$ cat src/rtl/alu_result_stage.sv
// Registered output stage behind the ALU result mux: captures result/op with
// zero/neg flags into a 2-entry skid buffer and counts retired results.
module alu_result_stage #(
  parameter int WIDTH = 32,
  parameter int OPW   = 3,
  parameter int CNTW  = 16
) (
  input  logic             clk,
  input  logic             rst,
  input  logic             in_valid,
  output logic             in_ready,
  input  logic [WIDTH-1:0] in_result,
  input  logic [OPW-1:0]   in_op,
  output logic             out_valid,
  input  logic             out_ready,
  output logic [WIDTH-1:0] out_result,
  output logic [OPW-1:0]   out_op,
  output logic             out_zero,
  output logic             out_neg,
  input  logic             clear_count,
  output logic [CNTW-1:0]  retired_count
);

  typedef enum logic [1:0] {EMPTY = 2'd0, ONE = 2'd1, FULL = 2'd2} state_t;

  state_t           state_q, state_d;
  logic             in_ready_q;
  logic [WIDTH-1:0] m_result_q, s_result_q;
  logic [OPW-1:0]   m_op_q, s_op_q;
  logic             m_zero_q, m_neg_q, s_zero_q, s_neg_q;
  logic [CNTW-1:0]  cnt_q;

  logic accept, retire;
  logic load_m_in, load_m_s, load_s;
  logic in_zero, in_neg;

  assign accept  = in_valid & in_ready_q;
  assign retire  = out_valid & out_ready;
  assign in_zero = (in_result == '0);
  assign in_neg  = in_result[WIDTH-1];

  always_comb begin
    state_d   = state_q;
    load_m_in = 1'b0;
    load_m_s  = 1'b0;
    load_s    = 1'b0;
    case (state_q)
      EMPTY: begin
        if (accept) begin
          state_d   = ONE;
          load_m_in = 1'b1;
        end
      end
      ONE: begin
        if (accept && retire) begin
          load_m_in = 1'b1;
        end else if (accept) begin
          state_d = FULL;
          load_s  = 1'b1;
        end else if (retire) begin
          state_d = EMPTY;
        end
      end
      FULL: begin
        if (retire) begin
          state_d  = ONE;
          load_m_s = 1'b1;
        end
      end
      default: state_d = EMPTY;
    endcase
  end

  // in_ready is registered from the next state, so out_ready never reaches it combinationally
  always_ff @(posedge clk or posedge rst) begin
    if (rst) begin
      state_q    <= EMPTY;
      in_ready_q <= 1'b1;
      m_result_q <= '0;
      m_op_q     <= '0;
      m_zero_q   <= 1'b0;
      m_neg_q    <= 1'b0;
    end else begin
      state_q    <= state_d;
      in_ready_q <= (state_d != FULL);
      if (load_m_in) begin
        m_result_q <= in_result;
        m_op_q     <= in_op;
        m_zero_q   <= in_zero;
        m_neg_q    <= in_neg;
      end else if (load_m_s) begin
        m_result_q <= s_result_q;
        m_op_q     <= s_op_q;
        m_zero_q   <= s_zero_q;
        m_neg_q    <= s_neg_q;
      end
    end
  end

  always_ff @(posedge clk) begin
    if (load_s) begin
      s_result_q <= in_result;
      s_op_q     <= in_op;
      s_zero_q   <= in_zero;
      s_neg_q    <= in_neg;
    end
  end

  // Clear has priority over a same-cycle retire; the count sticks at all-ones
  always_ff @(posedge clk or posedge rst) begin
    if (rst) begin
      cnt_q <= '0;
    end else if (clear_count) begin
      cnt_q <= '0;
    end else if (retire && (cnt_q != '1)) begin
      cnt_q <= cnt_q + 1'b1;
    end
  end

  assign in_ready      = in_ready_q;
  assign out_valid     = (state_q != EMPTY);
  assign out_result    = m_result_q;
  assign out_op        = m_op_q;
  assign out_zero      = m_zero_q;
  assign out_neg       = m_neg_q;
  assign retired_count = cnt_q;

endmodule
$ cat config.mk
export PLATFORM = sky130hd
export DESIGN_NAME = alu_result_stage
export DESIGN_NICKNAME = d
export VERILOG_FILES = /design/src/rtl/alu_result_stage.sv
export SDC_FILE = /design/constraint.sdc
export NUM_CORES = 1
export LEC_CHECK = 0
export CAP_MARGIN = 20
export CORE_MARGIN = 2
export CORE_UTILIZATION = 44
export CTS_BUF_LIST = sky130_fd_sc_hd__clkbuf_4 sky130_fd_sc_hd__clkbuf_8 sky130_fd_sc_hd__clkbuf_16
export CTS_CLUSTER_SIZE = 10
export DETAILED_ROUTE_END_ITERATION = 6
export HOLD_SLACK_MARGIN = 0.12
export PLACE_DENSITY = 0.84
export SYNTH_ARGS = -nofsm -noshare
export SYNTH_HDL_FRONTEND = slang
export SYNTH_SLANG_ARGS = --single-unit
$ cat constraint.sdc
create_clock -name clk -period 2.7 [get_ports clk]
set_input_delay 0.27 -clock clk [delete_from_list [all_inputs] [get_ports clk]]
set_output_delay 0.27 -clock clk [all_outputs]
set_load 0.02 [all_outputs]
==> results of run 1 <==
final cells by class:
cell class / instances / share of cell area (%)
flip-flops and latches: 91 / 48.5
clock inverters: 6 / 1.38
repair buffers: 100 / 19.7
inverters: 38 / 2.82
clock buffers: 10 / 2.59
multi-input cells: 176 / 22.4
well taps: 105 / 2.59
flip-flops by register name, summed over array words and instances (netlist names):
| signal | flops |
|---|---|
| s_result_q | 32 |
| out_zero | 1 |
| state_q | 2 |
| s_zero_q | 1 |
| s_op_q | 3 |
| out_op | 3 |
| out_result | 32 |
| in_ready | 1 |
| retired_count | 16 |
placed cells by master (no fill, tap or decap), drive strengths merged, types with 2 or more instances in the layout:
cell type,instances
a211oi,3
a21oi,12
a22oi,34
a31oi,2
and2,3
buf,6
clkbuf,10
clkdlybuf4s50,94
clkinv,2
dfrtp,54
edfxtp,36
inv,41
mux2i,3
nand2,8
nand2b,3
nand3,6
nand4,5
nor2,5
nor2b,3
nor3,3
nor4,12
o21ai,39
o31ai,7
o41ai,2
or2,3
or3,4
or4,10
cells in the mapped netlist (all sizes together), types with 2 or more instances:
cell type / instances / area [µm²]
dfrtp: 54 / 1350
o21ai: 39 / 199
inv: 38 / 143
edfxtp: 36 / 1080
a22oi: 34 / 255
clkbuf: 16 / 60.1
a21oi: 12 / 60.1
nor4: 12 / 81.3
or4: 10 / 78.8
nand2: 8 / 30.0
o31ai: 7 / 52.6
nand3: 6 / 30.0
nand4: 5 / 37.5
nor2: 5 / 18.8
or3: 4 / 25.0
a211oi: 3 / 22.5
and2: 3 / 18.8
mux2i: 3 / 30.0
nand2b: 3 / 18.8
nor2b: 3 / 18.8
nor3: 3 / 15.0
or2: 3 / 18.8
a31oi: 2 / 12.5
buf: 2 / 15.0
o41ai: 2 / 17.5
stage by stage:
stage          std cells  hold slack [ps]  total power [mW]
5_1_grt              526              344              4.82
3_5_place_dp         510              459              3.66
3_3_place_gp         510              455              3.62
2_1_floorplan        323              369              2.82
6_report             526              282              4.58
4_1_cts              526              289              4.61
critical path, delay by kind of cell (launching register included):
kind            cells  cell delay, ps
compound gates      1              70
flops               1             450
fa+ha+maj           1             250
simple gates        3             920
buf+inv             1             260
report_power, final:
part / switching, mW / internal (mW) / leakage, nW
combinational: 0.882 / 0.748 / 0.791
clock: 0.491 / 0.449 / 0.105
sequential: 0.218 / 1.79 / 1.03
logic make-up (layout without fill, tap and decap cells):
kind of cell / count (synthesis) / in the layout / share of synthesized area [%]
compound gates: 102 / 102 / 17.0
flops: 91 / 91 / 64.7
simple gates: 69 / 69 / 11.2
buf+inv: 56 / 154 / 5.73
mux: 4 / 4 / 1.09
fa+ha+maj: 1 / 1 / 0.329
routing by layer:
layer | up-vias | track usage (%) | wire length [µm]
li1 | 1386 | - | -
met1 | 1455 | 25.9 | 4010
met2 | 102 | 29.9 | 4220
met3 | 11 | 5.42 | 647
met4 | 0 | 6.07 | 109
met5 | - | 0 | 0
worst max-delay path by stage:
stage / start / endpoint / slack (ps) / depth (start not counted)
finish: retired_count[1] / retired_count[0] / 600 / 6
global route: retired_count[0] / retired_count[0] / 420 / 6
CTS: retired_count[1] / retired_count[12] / 610 / 5
detailed placement: out_ready / retired_count[11] / 350 / 5
global placement: out_ready / retired_count[11] / 400 / 5
floorplan: in_ready / s_op_q[0] / 490 / 2
==> qor.txt, run 1 <==
Run status = finished clean
Max-slew violations = 0
R2R Path Start = retired_count[1]
Hold Vio Cnt, Final = 0
Fin Clk Skew = 12.3 ps
Worst r2r dst = retired_count[0]
Clock Latency Late Sink = 350 ps
Rows = 33
Slew HR = 55.6%
Multi-input gate area = 1130 µm²
Share of layout cells above drive strength 1 = 7.84%
Final core utilization = 61.0%
Detail Route Antenna Nets = 0
Global-route wire length before repair = 14.7 mm
Peak supply drop = 0.598 mV
Critical path, cell by cell = ha_1, nand4_2, nor4_2, buf_4, or3_1, a21oi_1
Boundary Pins = 95
Arr. time, crit path = 2300 ps
Die area = 9400 µm²
Die span in x = 96.9 µm
Core area = 8300 µm²
Required time of the critical path = 2900 ps
Max frequency = 477 MHz
Final Cycle Share = 77.6%
Final Setup Violations = 0
Design area = 5070 µm²
Largest net degree at the start of global routing = 37
Vias/cell = 5.62
Fin crit period = 2100 ps
CTS H-tree depth = 3
CTS Buf Count = 9
Diodes inserted = 0
Via count = 2954
FF/Latch Area = 2460 µm²
Routability Congestion = 0.867
RSZ-0062 raised after global routing = no
Placed cell area = 4860 µm²
Hold WC Path Type = in2async
Worst reg2reg setup slack = 600 ps
Leak pwr = 1.93 nW
EDFF count, synth = 36
Sequential-to-total area share from yosys stat = 64.7%
Die height = 96.9 µm
Hold_buf cts = 0
Post-cts resize count = 0
Final HPWL DP = 6.13 mm
CTS root buf = clkbuf_8
Synthesized instance count = 323
Longest Clk Path Bufs = 2
Mapped Nets = 364
Max stage delay on crit path = 600 ps
Max-cap viol count = 0
DR iter-0 viols = 216
Final Net Count = 457
Area Growth Syn to Fin = 33.3%
CP max stage cell = nor4_2
GRT overflow = 0
Crit-path max FO = 9
Synth unique cells = 41
PD cells = 904 nW/µm²
Pre-antenna DRT Iters = 4
Global Route Usage Sum = 19.1%
Warnings from Yosys = 0
Setup_tns = 0 ps
R2R cell count = 6
Buffers on Ports = 94
# Post-CTS Setup Buffers = 0
Routed len/inst = 17.1 µm
Mean post-synth cell area = 11.8 µm²
Post-route setup slack = 604 ps
Clock slew seen by the registers of the worst setup and hold paths = 100 ps
Slew @ Worst Pin = 660 ps
CP endpoint kind = register
Fillers = 680
DRC = 0
Seq cells post-synth = 91
Clock Sinks = 91
WL final = 8.99 mm
Crit path launch type = register
Antenna violations before repair = 0
Initial core utilization = 45.8%
Worst slack, placed = 349 ps
Worst setup path class = reg2reg
Mapped Area = 3800 µm²
Async set-reset flop share out of synthesis = 60.4%
Ys flop type = dfrtp_1
Vias in the first global route = 3002
CTS tree = built
Note: power is estimated with default switching activity, not from simulation.
==> run 2: changes to the inputs <==
--- a/config.mk
+++ b/config.mk
@@ -7,12 +7,12 @@
 export LEC_CHECK = 0
 export CAP_MARGIN = 20
 export CORE_MARGIN = 2
-export CORE_UTILIZATION = 44
+export CORE_UTILIZATION = 49
 export CTS_BUF_LIST = sky130_fd_sc_hd__clkbuf_4 sky130_fd_sc_hd__clkbuf_8 sky130_fd_sc_hd__clkbuf_16
 export CTS_CLUSTER_SIZE = 10
 export DETAILED_ROUTE_END_ITERATION = 6
 export HOLD_SLACK_MARGIN = 0.12
-export PLACE_DENSITY = 0.84
+export PLACE_DENSITY = 0.88
 export SYNTH_ARGS = -nofsm -noshare
 export SYNTH_HDL_FRONTEND = slang
 export SYNTH_SLANG_ARGS = --single-unit
==> constraint.sdc (replaced) <==
create_clock -name clk -period 2 [get_ports clk]
set_input_delay 0.2 -clock clk [delete_from_list [all_inputs] [get_ports clk]]
set_output_delay 0.2 -clock clk [all_outputs]
set_load 0.02 [all_outputs]
==> run 2 against run 1 <==
Effect of this change: count of clock-buffer cells in the layout unchanged; via count increased by 6.1%; global-route usage rose by 3.2 points; sequential power rose by 34%; first-iteration DRC count fell by 13%; maximum frequency grew 6.7%; final area increased by 3.9%; largest power group unchanged.
==> qor.txt, run 2 (synthesized netlist as in run 1, its figures left out) <==
DRC = 0 (unchanged)
Worst setup path class = reg2reg
Clock slew seen by the registers of the worst setup and hold paths = 90 ps (about the same)
Final Net Count = 473 (+3.5%)
Boundary Pins = 95 (unchanged)
Crit path launch type = register
Worst reg2reg setup slack = 30 ps (-570 ps)
Rows = 32 (-3.0%)
Pre-antenna DRT Iters = 5 (+1)
Slew HR = 75.5% (+20 points)
Commonest non-fill, non-tap cell in the layout = clkdlybuf4s50_1
Vias/cell = 5.81 (+3.5%)
CTS root buf = clkbuf_8
Die height = 92.1 µm (-5.0%)
Max-cap viol count = 0 (unchanged)
PD cells = 1220 nW/µm² (+35%)
Global-route wire length before repair = 15.0 mm (+2.7%)
Longest Clk Path Bufs = 2 (unchanged)
Core area = 7610 µm² (-8.3%)
Commonest cells after routing, fill and taps aside = clkdlybuf4s50_1, dfrtp_1, inv_1, o21ai_0, edfxtp_1
Max-slew violations = 0 (unchanged)
Setup_tns = 0 ps (unchanged)
Vias in the first global route = 3091 (+3.0%)
Final Setup Violations = 0 (unchanged)
Arr. time, crit path = 2250 ps (-50 ps)
Leak pwr = 2.04 nW (+6.1%)
Global Route Usage Sum = 22.3% (+3.2 points)
DR iter-0 viols = 187 (-13%)
WL final = 9.30 mm (+3.5%)
Max frequency = 509 MHz (+6.7%)
Routed len/inst = 17.3 µm (+0.99%)
Buffers on Ports = 94 (unchanged)
Hold WC Path Type = in2reg
Initial core utilization = 50.0% (+4.2 points)
Design area = 5260 µm² (+3.9%)
Die area = 8480 µm² (-9.8%)
Clock Latency Late Sink = 350 ps (about the same)
Diodes inserted = 0 (unchanged)
Share of layout cells above drive strength 1 = 12.1% (+4.3 points)
Final HPWL DP = 6.17 mm (+0.66%)
Placed cell area = 4970 µm² (+2.2%)
Crit path from = retired_count[0]
Routability Congestion = 0.940 (+8.4%)
R2R cell count = 7 (+1)
Die span in x = 92.1 µm (-5.0%)
Detail Route Antenna Nets = 0 (unchanged)
CTS H-tree depth = 3 (unchanged)
Hold Vio Cnt, Final = 0 (unchanged)
Fin crit period = 1970 ps (-131 ps)
Clock Sinks = 91 (unchanged)
Antenna violations before repair = 0 (unchanged)
GRT overflow = 0 (unchanged)
Crit-path max FO = 6 (-3)
Peak supply drop = 0.870 mV (+45%)
CTS tree = built
Worst r2r dst = retired_count[7]
CP endpoint = retired_count[7]
R2R Path Start = retired_count[0]
Run status = finished clean
Via count = 3133 (+6.1%)
Area Growth Syn to Fin = 38.5%
Final Cycle Share = 98.3% (+21 points)
Largest net degree at the start of global routing = 46 (+24%)
CP endpoint kind = register
Hold Crit Depth = 1
Fin Clk Skew = 7.74 ps (-4.55 ps)
Slew @ Worst Pin = 366 ps (-293 ps)
Required time of the critical path = 2280 ps (-620 ps)
CTS Buf Count = 9 (unchanged)
==> run 2: how the worst min path moves through the flow <==
stage / start / end / slack (ps)
floorplan: in_op[0] / s_op_q[0] / 300
global placement: s_result_q[3] / out_result[3] / 450
detailed placement: s_result_q[13] / out_result[13] / 460
CTS: in_op[2] / s_op_q[2] / 420
global route: in_op[2] / s_op_q[2] / 430
finish: in_op[2] / s_op_q[2] / 430
==> run 2: report_power, final <==
group | internal, mW | switching [mW] | total, mW
logic | 1.07 | 1.22 | 2.30
clock network | 0.739 | 0.675 | 1.41
registers | 2.42 | 0.274 | 2.69
total | 4.23 | 2.17 | 6.40
==> run 2: critical path, cell delays in order (launching register included) <==
cell and delay (ps):
dfrtp_2 440, ha_2 220, nand4_4 130, buf_4 150, nor4_4 50, clkdlybuf4s15_2 260
or4_1 500, a21oi_1 150
==> run 2: per-stage QoR <==
stage | setup WS [ps] | hold slack [ps] | total power, mW | util [%] | instances
6_report | 34.8 | 432 | 6.40 | 69.2 | 539
2_1_floorplan | 59.8 | 299 | 3.81 | - | 323
3_3_place_gp | -4.65 | 454 | 4.93 | 65.4 | 520
3_5_place_dp | -12.8 | 460 | 5.00 | 65.4 | 520
4_1_cts | 10.6 | 420 | 6.43 | 68.6 | 537
5_1_grt | -46.4 | 428 | 6.74 | 69.2 | 539
==> run 2: final cells by class <==
| type | instances | area, µm² |
|---|---|---|
| clock buffer | 10 | 131 |
| clock inverter | 6 | 97.6 |
| fill | 543 | 2340 |
| inverter | 38 | 143 |
| multi-input combinational | 176 | 1160 |
| sequential | 91 | 2460 |
| tap | 102 | 128 |
| timing repair buffer | 116 | 1140 |
==> run 2: timing repair <==
item | in CTS | in global routing
buffers inserted | 0 | 1
pin swaps | 0 | 0
endpoints found under the hold margin | 10 | 0
resized for setup | 1 | 5
cloned | 0 | 1
hold buffers | 1 | 0
endpoints found under the setup margin | 1 | 11
==> run 2: per-layer routing <==
layer	part of all wire (%)	track usage, %
met1	41	31.1
met2	49	34.0
met3	7.4	6.00
met4	1.8	7.96
met5	0	0
==> run 3: changes to the inputs <==
--- a/config.mk
+++ b/config.mk
@@ -13,6 +13,7 @@
 export DETAILED_ROUTE_END_ITERATION = 6
 export HOLD_SLACK_MARGIN = 0.12
 export PLACE_DENSITY = 0.88
+export REMOVE_ABC_BUFFERS = 1
 export SYNTH_ARGS = -nofsm -noshare
 export SYNTH_HDL_FRONTEND = slang
 export SYNTH_SLANG_ARGS = --single-unit
==> run 3 against run 2 <==
Effect of this change: global-route usage rose by 0.058 points; final cell count down 0.74%; critical path type is now reg2out; combinational power barely moved; core utilization shrank 0.92 points; sequential share of layout area rose by 0.58 points; power down 3.4%; flip-flop and latch count unchanged; worst setup slack better by 37 ps.
==> qor.txt, run 3 (synthesized netlist as in run 1, its figures left out) <==
Run status = finished clean
Detail Route Antenna Nets = 0 (unchanged)
Largest net degree at the start of global routing = 37 (-20%)
CTS tree = built
Final HPWL DP = 6.13 mm (-0.71%)
Final core utilization = 68.3% (-0.92 points)
Hold WC Path Type = in2async
Internal power = 4.07 mW (-3.6%)
Worst reg2reg setup slack = 80 ps (+50 ps)
Fin crit period = 1930 ps (-37.2 ps)
Diodes inserted = 0 (unchanged)
Fin Clk Skew = 8.26 ps (+0.519 ps)
Non-Filler Instances = 535 (-0.74%)
CTS H-tree depth = 3 (unchanged)
R2R cell count = 4 (-3)
Max frequency = 519 MHz (+1.9%)
Power after layout = 6.18 mW (-3.4%)
Routed len/inst = 16.8 µm (-2.6%)
Antenna violations before repair = 0 (unchanged)
Combinational share of power = 37.0% (+1.1 points)
Vias in the first global route = 2985 (-3.4%)
Part of the power in registers = 43.2% (+1.2 points)
Switch Pwr = 2.11 mW (-3.1%)
Crit path launch type = register
Longest Clk Path Bufs = 2 (unchanged)
Pre-antenna DRT Iters = 5 (unchanged)
Commonest non-fill, non-tap cell in the layout = clkdlybuf4s50_1
Rows = 32 (unchanged)
CTS Buf Count = 9 (unchanged)
PD cells = 1190 nW/µm² (-2.1%)
Worst slack, placed = -116 ps (-104 ps)
Max-slew violations = 0 (unchanged)
Slew HR = 67.9% (-7.6 points)
Buffers on Ports = 94 (unchanged)
Cell total after placement = 517 (-0.58%)
Clock slew seen by the registers of the worst setup and hold paths = 90 ps (about the same)
Max-cap viol count = 0 (unchanged)
Required time of the critical path = 1800 ps (-480 ps)
Leak pwr = 1.98 nW (-3.0%)
Share of layout cells above drive strength 1 = 10.6% (-1.5 points)
Global Route Usage Sum = 22.4% (+0.058 points)
Slew @ Worst Pin = 480 ps (+113 ps)
R2R Path Start = retired_count[6]
GRT overflow = 0 (unchanged)
Hold Vio Cnt, Final = 0 (unchanged)
WL final = 8.99 mm (-3.3%)
Via count = 3034 (-3.2%)
Clk pwr share = 19.8% (-2.3 points)
CP endpoint kind = primary output
Routability Congestion = 0.852 (-9.4%)
Die span in x = 92.1 µm (unchanged)
Hold slack = 169 ps (-263 ps)
Die area = 8480 µm² (unchanged)
Core area = 7610 µm² (unchanged)
Sw frac = 34.1% (+0.13 points)
CTS root buf = clkbuf_8
Clock Latency Late Sink = 350 ps (about the same)
Area Growth Syn to Fin = 36.7%
Global-route wire length before repair = 14.9 mm (-1.2%)
Crit-path max FO = 6 (unchanged)
Commonest cells after routing, fill and taps aside = clkdlybuf4s50_1, dfrtp_1, inv_1, o21ai_0, edfxtp_1
Arr. time, crit path = 1730 ps (-520 ps)
Peak supply drop = 0.767 mV (-12%)
Final Cycle Share = 96.4% (-1.9 points)
Post-route setup slack = 72.0 ps (+37.2 ps)
Final Setup Violations = 0 (unchanged)
Initial core utilization = 50.0% (unchanged)
Worst setup path class = reg2out
Vias/cell = 5.67 (-2.4%)
Final Net Count = 469 (-0.85%)
DR iter-0 viols = 211 (+13%)
DRC = 0 (unchanged)
Die height = 92.1 µm (unchanged)
Worst r2r dst = retired_count[11]
Boundary Pins = 95 (unchanged)
Clock Sinks = 91 (unchanged)
[run 3: cell count changes in the layout (fill, tap and decap cells not counted), moves of 2 or more]
cell / delta
buf_4: -3
clkinvlp_4: +3
dfrtp_1: +2
dfrtp_2: -2
[run 3: cell type report]
cell class | count | area [µm²]
clock buffer | 10 | 131
fill | 568 | 2410
timing repair buffer | 112 | 1110
inverter | 38 | 143
sequential | 91 | 2460
multi-input combinational | 176 | 1150
tap | 102 | 128
clock inverter | 6 | 65.1
[run 3: power groups by stage]
stage          clock network, mW  registers, mW  logic, mW
2_1_floorplan                  0           3.18      0.564
5_1_grt                     1.34           2.73       2.46
3_3_place_gp                   0           2.70       2.21
6_report                    1.23           2.67       2.29
4_1_cts                     1.25           2.67       2.31
3_5_place_dp                   0           2.71       2.28
[run 3: layer usage]
metal / global-route usage [%] / up-vias / share of wire, %
met1: 31.0 / 1455 / 43
met3: 4.52 / 10 / 7.0
met4: 7.96 / 0 / 1.6
met2: 35.5 / 154 / 49
met5: 0 / - / 0
li1: - / 1415 / -
[run 3: worst max-delay path by stage]
stage,from,endpoint,slack (ps),cells after the start
final,state_q[0],out_valid,70,3
after global routing,retired_count[0],retired_count[10],-2,5
after CTS,state_q[0],out_valid,50,3
after detailed placement,out_ready,retired_count[12],-120,7
after global placement,out_ready,retired_count[11],3,5
after floorplan,in_ready,s_op_q[0],-890,2
[run 3: metrics by stage]
step	TNS [ps]	area, µm²
floorplan	-50140	3720
global placement	0	4960
detailed placement	-276	4960
CTS	0	5180
global route	-2.47	5190
finish	0	5190
[run 3: critical path: stages (launching register included)]
cell and delay (ps):
dfrtp_1 400, buf_4 170, or2_2 290, clkdlybuf4s50_1 530
[run 3: repair_timing]
action	CTS	global route
buffers inserted	2	0
hold buffers	0	0
gates resized for setup	1	2
endpoints found under the setup margin	2	3
